===== src/rtl/spi_flash_responder.sv =====
// rtl/spi_flash_responder.sv - SPI flash responder emulating a boot flash from on-chip memory
module spi_flash_responder #(
    parameter int          ADDR_WIDTH   = 24,
    parameter logic [23:0] JEDEC_ID     = 24'hEF4016,
    parameter int          DUMMY_CYCLES = 8
) (
    input  logic                  clk,
    input  logic                  rst,
    input  logic                  sclk,
    input  logic                  cs_n,
    input  logic [3:0]            qdi,
    output logic [3:0]            qdo,
    output logic [3:0]            oe,
    output logic [ADDR_WIDTH-1:0] mem_addr,
    output logic                  mem_rd,
    input  logic [7:0]            mem_data,
    output logic                  busy,
    output logic                  cmd_err
);

    typedef enum logic [2:0] {
        S_IDLE,
        S_CMD,
        S_ADDR,
        S_DUMMY,
        S_DATA,
        S_ID,
        S_STAT,
        S_IGNORE
    } state_t;

    localparam logic [7:0] DUMMY_LAST = 8'(DUMMY_CYCLES - 1);

    // Only io0 carries initiator data; io1..io3 are inputs we never interpret.
    logic unused_qdi;
    assign unused_qdi = ^qdi[3:1];

    logic [2:0]            sclk_sync_q;
    logic [2:0]            cs_sync_q;
    logic [1:0]            sdi_sync_q;

    state_t                state_q, state_d;
    logic [7:0]            cnt_q, cnt_d;
    logic [22:0]           in_sh_q, in_sh_d;
    logic                  fast_q, fast_d;
    logic                  quad_q, quad_d;
    logic [7:0]            out_sh_q, out_sh_d;
    logic [2:0]            units_q, units_d;
    logic [1:0]            id_idx_q, id_idx_d;
    logic [7:0]            hold_q, hold_d;
    logic                  rd_pend_q, rd_pend_d;
    logic [ADDR_WIDTH-1:0] mem_addr_q, mem_addr_d;
    logic                  mem_rd_q, mem_rd_d;
    logic [3:0]            qdo_q, qdo_d;
    logic [3:0]            oe_q, oe_d;
    logic                  busy_q, busy_d;
    logic                  cmd_err_q, cmd_err_d;
    logic [1:0]            settle_q, settle_d;
    logic                  armed_q, armed_d;

    logic                  sclk_rise, sclk_fall, cs_high, cs_fall, sdi;
    logic [7:0]            cmd_word;
    logic [23:0]           addr_word;
    logic [7:0]            src_byte;
    logic [7:0]            cur_byte;

    assign sclk_rise = sclk_sync_q[1] & ~sclk_sync_q[2];
    assign sclk_fall = ~sclk_sync_q[1] & sclk_sync_q[2];
    assign cs_high   = cs_sync_q[1];
    assign cs_fall   = ~cs_sync_q[1] & cs_sync_q[2];
    assign sdi       = sdi_sync_q[1];
    assign cmd_word  = {in_sh_q[6:0], sdi};
    assign addr_word = {in_sh_q, sdi};

    // Two-stage synchronizers for the async pins plus a third sclk/cs_n stage for edge detection.
    always_ff @(posedge clk) begin
        if (rst) begin
            sclk_sync_q <= 3'b000;
            cs_sync_q   <= 3'b111;
            sdi_sync_q  <= 2'b00;
        end else begin
            sclk_sync_q <= {sclk_sync_q[1:0], sclk};
            cs_sync_q   <= {cs_sync_q[1:0], cs_n};
            sdi_sync_q  <= {sdi_sync_q[0], qdi[0]};
        end
    end

    // Byte presented to the output shifter when it runs empty, chosen by the active command.
    always_comb begin
        src_byte = 8'h00;
        case (state_q)
            S_DATA: src_byte = hold_q;
            S_ID: begin
                case (id_idx_q)
                    2'd0:    src_byte = JEDEC_ID[23:16];
                    2'd1:    src_byte = JEDEC_ID[15:8];
                    default: src_byte = JEDEC_ID[7:0];
                endcase
            end
            default: src_byte = 8'h00;
        endcase
    end

    // Next-state logic: command/address decode on sclk rises, output shifting on sclk falls.
    always_comb begin
        state_d    = state_q;
        cnt_d      = cnt_q;
        in_sh_d    = in_sh_q;
        fast_d     = fast_q;
        quad_d     = quad_q;
        out_sh_d   = out_sh_q;
        units_d    = units_q;
        id_idx_d   = id_idx_q;
        hold_d     = rd_pend_q ? mem_data : hold_q;
        rd_pend_d  = mem_rd_q;
        mem_addr_d = mem_addr_q;
        mem_rd_d   = 1'b0;
        qdo_d      = qdo_q;
        oe_d       = oe_q;
        cmd_err_d  = 1'b0;
        cur_byte   = 8'h00;
        settle_d   = (settle_q == 2'd3) ? settle_q : settle_q + 2'd1;
        // The preset cs_n=1 sync chain would fake a falling edge if reset lands mid-frame,
        // so frames are accepted only after cs_n has genuinely been seen high post-reset.
        armed_d    = armed_q | ((settle_q == 2'd3) & cs_sync_q[1] & cs_sync_q[2]);

        if (cs_high) begin
            state_d = S_IDLE;
            oe_d    = 4'b0000;
            qdo_d   = 4'b0000;
        end else begin
            case (state_q)
                S_IDLE: begin
                    if (cs_fall && armed_q) begin
                        state_d = S_CMD;
                        cnt_d   = 8'd0;
                    end
                end
                S_CMD: begin
                    if (sclk_rise) begin
                        in_sh_d = {in_sh_q[21:0], sdi};
                        cnt_d   = cnt_q + 8'd1;
                        if (cnt_q == 8'd7) begin
                            cnt_d   = 8'd0;
                            units_d = 3'd0;
                            id_idx_d = 2'd0;
                            quad_d  = 1'b0;
                            fast_d  = 1'b0;
                            case (cmd_word)
                                8'h03: state_d = S_ADDR;
                                8'h0B: begin
                                    state_d = S_ADDR;
                                    fast_d  = 1'b1;
                                end
                                8'h6B: begin
                                    state_d = S_ADDR;
                                    fast_d  = 1'b1;
                                    quad_d  = 1'b1;
                                end
                                8'h9F: state_d = S_ID;
                                8'h05: state_d = S_STAT;
                                8'hFF: state_d = S_IGNORE;
                                default: begin
                                    state_d   = S_IGNORE;
                                    cmd_err_d = 1'b1;
                                end
                            endcase
                        end
                    end
                end
                S_ADDR: begin
                    if (sclk_rise) begin
                        in_sh_d = {in_sh_q[21:0], sdi};
                        cnt_d   = cnt_q + 8'd1;
                        if (cnt_q == 8'd23) begin
                            cnt_d      = 8'd0;
                            mem_addr_d = addr_word[ADDR_WIDTH-1:0];
                            if (fast_q) begin
                                state_d = S_DUMMY;
                            end else begin
                                state_d  = S_DATA;
                                mem_rd_d = 1'b1;
                            end
                        end
                    end
                end
                S_DUMMY: begin
                    if (sclk_rise) begin
                        cnt_d = cnt_q + 8'd1;
                        if (cnt_q == DUMMY_LAST) begin
                            cnt_d    = 8'd0;
                            state_d  = S_DATA;
                            mem_rd_d = 1'b1;
                        end
                    end
                end
                S_DATA, S_ID, S_STAT: begin
                    if (sclk_fall) begin
                        if (units_q == 3'd0) begin
                            cur_byte = src_byte;
                            if (state_q == S_DATA) begin
                                mem_addr_d = mem_addr_q + ADDR_WIDTH'(1);
                                mem_rd_d   = 1'b1;
                            end
                            if (state_q == S_ID) begin
                                id_idx_d = (id_idx_q == 2'd2) ? 2'd0 : id_idx_q + 2'd1;
                            end
                        end else begin
                            cur_byte = out_sh_q;
                        end
                        if (quad_q) begin
                            qdo_d    = cur_byte[7:4];
                            out_sh_d = {cur_byte[3:0], 4'b0000};
                            units_d  = (units_q == 3'd0) ? 3'd1 : units_q - 3'd1;
                            oe_d     = 4'b1111;
                        end else begin
                            qdo_d    = {2'b00, cur_byte[7], 1'b0};
                            out_sh_d = {cur_byte[6:0], 1'b0};
                            units_d  = (units_q == 3'd0) ? 3'd7 : units_q - 3'd1;
                            oe_d     = 4'b0010;
                        end
                    end
                end
                default: ;
            endcase
        end

        busy_d = (state_d != S_IDLE);
    end

    // State and registered outputs.
    always_ff @(posedge clk) begin
        if (rst) begin
            state_q    <= S_IDLE;
            cnt_q      <= 8'd0;
            in_sh_q    <= 23'd0;
            fast_q     <= 1'b0;
            quad_q     <= 1'b0;
            out_sh_q   <= 8'h00;
            units_q    <= 3'd0;
            id_idx_q   <= 2'd0;
            hold_q     <= 8'h00;
            rd_pend_q  <= 1'b0;
            mem_addr_q <= '0;
            mem_rd_q   <= 1'b0;
            qdo_q      <= 4'b0000;
            oe_q       <= 4'b0000;
            busy_q     <= 1'b0;
            cmd_err_q  <= 1'b0;
            settle_q   <= 2'd0;
            armed_q    <= 1'b0;
        end else begin
            state_q    <= state_d;
            cnt_q      <= cnt_d;
            in_sh_q    <= in_sh_d;
            fast_q     <= fast_d;
            quad_q     <= quad_d;
            out_sh_q   <= out_sh_d;
            units_q    <= units_d;
            id_idx_q   <= id_idx_d;
            hold_q     <= hold_d;
            rd_pend_q  <= rd_pend_d;
            mem_addr_q <= mem_addr_d;
            mem_rd_q   <= mem_rd_d;
            qdo_q      <= qdo_d;
            oe_q       <= oe_d;
            busy_q     <= busy_d;
            cmd_err_q  <= cmd_err_d;
            settle_q   <= settle_d;
            armed_q    <= armed_d;
        end
    end

    assign qdo      = qdo_q;
    assign oe       = oe_q;
    assign mem_addr = mem_addr_q;
    assign mem_rd   = mem_rd_q;
    assign busy     = busy_q;
    assign cmd_err  = cmd_err_q;

endmodule


===== config.mk =====
export PLATFORM = sky130hd
export DESIGN_NAME = spi_flash_responder
export DESIGN_NICKNAME = d
export VERILOG_FILES = /design/src/rtl/spi_flash_responder.sv
export SDC_FILE = /design/constraint.sdc
export NUM_CORES = 1
export LEC_CHECK = 0
export CAP_MARGIN = 40
export CORE_MARGIN = 4
export CORE_UTILIZATION = 60
export DETAILED_ROUTE_END_ITERATION = 7
export GPL_TIMING_DRIVEN = 1
export PLACE_DENSITY_LB_ADDON = 0.25
export SETUP_SLACK_MARGIN = 0.5
export SYNTH_ARGS = -nofsm -noshare
export SYNTH_HDL_FRONTEND = slang
export SYNTH_SLANG_ARGS = --single-unit

===== constraint.sdc =====
create_clock -name clk -period 3.3 [get_ports clk]
set_clock_uncertainty 0.1 [all_clocks]
set_input_delay 0.66 -clock clk [delete_from_list [all_inputs] [get_ports clk]]
set_output_delay 0.66 -clock clk [all_outputs]
set_load 0.1 [all_outputs]

==> flow_summary.yaml, run 1 <==
die:
  start_util_pct: 61.3
  rows: 33
  dieArea_um2: 9880
  fp.coreArea_um2: 8180
  die_y_um: 99.4
  die_w_um: 99.4
  io_pins: 51
route:
  drtIter0Drc: 293
  vias_per_cell: 6.16
  vias: 4555
  wl_um: 11600
  ant_nets: 0
  drt-pass1-iter-count: 5
  drc: 0
  wl_per_cell_um: 15.7
timing:
  slew_headroom_pct: 42.1
  setup_viol: 0
  fmax_mhz: 397
  fin_hold_ws_ns: 0.315
  setup_slack_ns: 0.784
  finalHoldViolCount: 0
  tightestPinTransition_ns: 0.869
  finalMaxSlewViolations: 0
  fin_crit_ns: 2.52
  rsz0062_at_grt: "no"
  post-route-period-util_pct: 76.2
  setup_tns_ns: 0
worst_setup_path:
  reg2reg_to: "mem_addr[23]$_SDFFE_PP0P_"
  end_kind: "flip-flop"
  worstSetupPathType: "flip-flop to flip-flop"
  cp_max_fo: 22
  crit_chain: "and4bb_2, o221ai_1, or2_4, or4_1, a41oi_1"
  cp.required_ns: 3.50
  reg2reg_from: "state_q[1]$_SDFF_PP0_"
  slowest_delay_ns: 0.70
  reg2reg_slack_ns: 0.78
  critPathArrivalTime_ns: 2.71
  start_kind: "flip-flop"
  reg2reg_depth: 5
  critPathSlowestCell: "dfxtp_1"
clocking:
  cts-htree-levels: 3
  post_cts_buffers: 0
  cts_resized: 0
  cts-buffers-inserted: 9
  clock-sinks: 101
  cts_tree: "done"
  clk_latency_ns: 0.36
  cts.clk_slew.worst_paths_ns: 0.10
  clockBufferDepth: 2
  cts-root-buf: "clkbuf_8"
  ctsHoldBuffers: 0
global_route:
  grt_max_degree: 55
  antenna_found_initial: 0
  grt_pass1_vias: 4288
  grtUsageTotal_pct: 24.3
  gr-total-overflow: 0
  grt_pass1_wl_um: 20100
pwr:
  ir_drop_mv: 0.363
  leakage_nw: 1.87
  power_density_nw_per_um2: 371
synthesis:
  ys_seq_elements: 101
  yosysWarningCount: 0
  synthArstFlopShare_pct: 0
  yosysUniqueCellTypes: 71
  yosysSeqAreaShare_pct: 40.3
  synthCells: 606
  syn_area_per_cell_um2: 8.28
  ys.flop_type: "dfxtp_1"
  syn_area_um2: 5010
  synth_fp_nets: 627
  synth_edf_count: 0
final_layout:
  final_cell_mix: "101 x dfxtp_1, 84 x nor2_1, 49 x nand2_1"
  diodes: 0
  drive_gt1_share_pct: 12.0
  layout_commonest_cell: "dfxtp_1"
  area_delta_synth_final_pct: 11.4
  final_nets: 651
status:
  status: "complete, no violations"
hold_path:
  hold_depth: 1
  hp-class: "flip-flop to flip-flop"
  hold_start: "cs_sync_q[0]$_SDFF_PP1_"
  hold_path_end: "cs_sync_q[1]$_SDFF_PP1_"
placement:
  hpwl_um: 8040
  gp_congestion: 0.882
  place_ws_ns: 0.813
  portBuffers: 47
run:
  drv_cap: 0
==> where the power goes <==
group / internal, mW / switching (mW)
clock: 0.348 / 0.427
sequential: 1.23 / 0.00668
combinational: 0.0283 / 0.0320
==> layout make-up <==
type	instances	area, um^2
sequential	101	2020
inverter	14	52.6
fill	665	2590
multi-input combinational	451	2760
timing repair buffer	53	435
tap	105	131
clock buffer	9	124
clock inverter	6	62.6
==> critical path: cells and delay by family (launching register included) <==
family / cells / cell delay (ns)
compound gates: 2 / 0.36
flops: 1 / 0.70
simple gates: 3 / 1.29
==> cells by family (layout without fill, tap and decap cells) <==
family,count (synthesis),count (layout),synth area share (%)
adders and majority gates,5,5,1.25
DFF,101,101,40.3
AOI/OAI and AO/OA,153,153,19.7
buffers and inverters,54,82,4.72
muxes,40,40,7.98
xor gates and xnor gates,7,7,1.22
and+or+nand+nor,246,246,24.9
==> through the flow <==
stage          utilization, %  cell area, um^2  power [mW]  std cells
6_report                 68.3             5580        2.07        739
5_1_grt                  68.3             5580        2.14        739
4_1_cts                  68.3             5580        2.08        739
3_5_place_dp             66.0             5400        1.32        724
2_1_floorplan               -             5010        1.30        606
3_3_place_gp             66.0             5400        1.32        724
==> flip-flops by register name (all words and copies together) (netlist names), 4 cells and up <==
register  flops
in_sh_q      23
hold_q        8
out_sh_q      7
qdo           4
mem_addr     24
cnt_q         8
==> cells in the mapped netlist (12+ instances only) <==
cell type	instances	share of area, %
inv_1	13	0.97
nand4_1	12	1.5
clkbuf_1	27	2.0
dfxtp_1	101	40
o21ai_0	38	3.8
nand2_1	49	3.7
a211oi_1	12	1.8
a21oi_1	42	4.2
nor2_1	84	6.3
nand3_1	17	1.7
mux2i_1	40	8.0
==> metal layers <==
layer  track usage (%)  share of wire, %
met2              40.1                49
met1              31.7                44
met4              8.09               1.5
met3              5.26               5.6
met5                 0                 0
==> worst max-delay path by stage <==
| stage | startpoint | endpoint | slack [ns] |
|---|---|---|---|
| finish | state_q[1]$_SDFF_PP0_ | mem_addr[23]$_SDFFE_PP0P_ | 0.78 |
| global route | state_q[0]$_SDFF_PP0_ | cnt_q[3]$_SDFFE_PP0P_ | 0.64 |
| CTS | state_q[1]$_SDFF_PP0_ | mem_addr[23]$_SDFFE_PP0P_ | 0.81 |
| detailed placement | state_q[1]$_SDFF_PP0_ | mem_addr[23]$_SDFFE_PP0P_ | 0.81 |
| global placement | state_q[1]$_SDFF_PP0_ | mem_addr[23]$_SDFFE_PP0P_ | 0.87 |
| floorplan | mem_addr[14]$_SDFFE_PP0P_ | mem_addr[23]$_SDFFE_PP0P_ | 0.58 |
Power figures use the tool's default switching activity.
==> run 2, diff against run 1 <==
CORE_UTILIZATION = 57   (was 60)
clock period = 2.5 ns   (was 3.3 ns; I/O delays follow)
==> flow_summary.yaml, run 2 (synthesis results as in run 1) <==
status:
  status: "complete, no violations"
final_layout:
  final_nets: 688
  area_delta_synth_final_pct: 24.1
  final_cell_mix: "80 x nor2_1, 71 x buf_4, 67 x dfxtp_1"
  layout_commonest_cell: "nor2_1"
  diodes: 0
  drive_gt1_share_pct: 26.6
  largest_reg_flops: 24
  stdcell_count: 777
  final_util_pct: 74.2
placement:
  placedCellCount: 737
  place_ws_ns: 0.207
  portBuffers: 47
  hpwl_um: 8550
  gp_congestion: 0.900
clocking:
  clock-sinks: 101
  cts-root-buf: "clkbuf_8"
  cts-buffers-inserted: 9
  cts_tree: "done"
  cts-htree-levels: 3
  clockBufferDepth: 2
  cts.clk_slew.worst_paths_ns: 0.10
  clk_latency_ns: 0.37
timing:
  setup_tns_ns: 0
  tightestPinTransition_ns: 0.459
  rsz0062_at_grt: "yes"
  fmax_mhz: 482
  finalHoldViolCount: 0
  finalMaxSlewViolations: 0
  setup_viol: 0
  setup_slack_ns: 0.424
  slew_headroom_pct: 69.4
  fin_hold_ws_ns: 0.321
  post-route-period-util_pct: 83.0
  fin_crit_ns: 2.08
route:
  wl_per_cell_um: 16.7
  drc: 0
  drtIter0Drc: 278
  drt-pass1-iter-count: 5
  vias_per_cell: 6.12
  wl_um: 13000
  ant_nets: 0
  vias: 4756
global_route:
  grt_pass1_wl_um: 20200
  antenna_found_initial: 0
  grt_pass1_vias: 4346
  grt_max_degree: 34
  grtUsageTotal_pct: 24.0
  gr-total-overflow: 0
die:
  die_y_um: 102
  rows: 33
  die_w_um: 102
  io_pins: 51
  start_util_pct: 59.8
  fp.coreArea_um2: 8380
  dieArea_um2: 10400
worst_setup_path:
  end_kind: "flip-flop"
  cp_max_fo: 12
  worstSetupPathType: "flip-flop to flip-flop"
  start_kind: "flip-flop"
  cp.required_ns: 2.69
  critPathArrivalTime_ns: 2.27
hold_path:
  hp-class: "flip-flop to flip-flop"
pwr:
  power_density_nw_per_um2: 423
  leakage_nw: 2.12
  ir_drop_mv: 0.369
run:
  drv_cap: 0
==> run 2: cell count changes in the layout (fill, tap and decap cells not counted), moves of 4 or more <==
cell	before	now
dfxtp_2	0	12
nor3_1	11	7
dfxtp_1	101	67
nor4_1	10	6
nor2_1	84	80
dfxtp_4	0	22
buf_4	40	71
==> run 2: critical path, cell delays in order, from the launching register on <==
cell      delay, ns
dfxtp_4        0.43
buf_4          0.21
nand2b_1       0.17
a311oi_2       0.05
buf_4          0.18
or2_4          0.26
buf_6          0.15
or3_1          0.34
a31oi_1        0.12
==> run 2: repair_timing <==
action / 4_1_cts / 5_1_grt
gates cloned: 0 / 2
endpoints found under the setup margin: 38 / 55
pin swaps: 2 / 18
setup buffers: 2 / 20
hold buffers: 0 / 0
resized for setup: 17 / 51
==> run 2: final cells by class <==
cell class | count | area (um^2)
fill | 601 | 2160
timing repair buffer | 90 | 752
tap | 105 | 131
clock buffer | 11 | 131
inverter | 14 | 52.6
sequential | 101 | 2120
multi-input combinational | 451 | 3000
clock inverter | 5 | 37.5
==> run 2: worst paths after layout <==
check	start	to	slack (ns)	depth (start not counted)
worst min register to register	cs_sync_q[0]$_SDFF_PP1_	cs_sync_q[1]$_SDFF_PP1_	0.32	1
worst max register to register	state_q[2]$_SDFF_PP0_	mem_addr[0]$_SDFFE_PP0P_	0.42	8
worst max-delay path	state_q[2]$_SDFF_PP0_	mem_addr[0]$_SDFFE_PP0P_	0.42	8
worst min-delay path	cs_sync_q[0]$_SDFF_PP1_	cs_sync_q[1]$_SDFF_PP1_	0.32	1
==> run 2: per-stage QoR <==
stage          total power [mW]  instance area, um^2
2_1_floorplan              1.70                 5090
3_5_place_dp               1.73                 5570
4_1_cts                    2.65                 5820
5_1_grt                    2.74                 6220
3_3_place_gp               1.73                 5570
6_report                   2.64                 6220
==> run 2: routing by layer <==
layer / vias up / routed length (um) / track usage, %
li1: 2312 / - / -
met1: 2242 / 5610 / 30.8
met2: 185 / 6340 / 40.2
met3: 17 / 837 / 4.68
met4: 0 / 191 / 8.38
met5: - / 0 / 0
==> run 2: power breakdown <==
part	switching, mW	internal [mW]
clock	0.570	0.365
combinational	0.0476	0.0426
sequential	0.0120	1.60
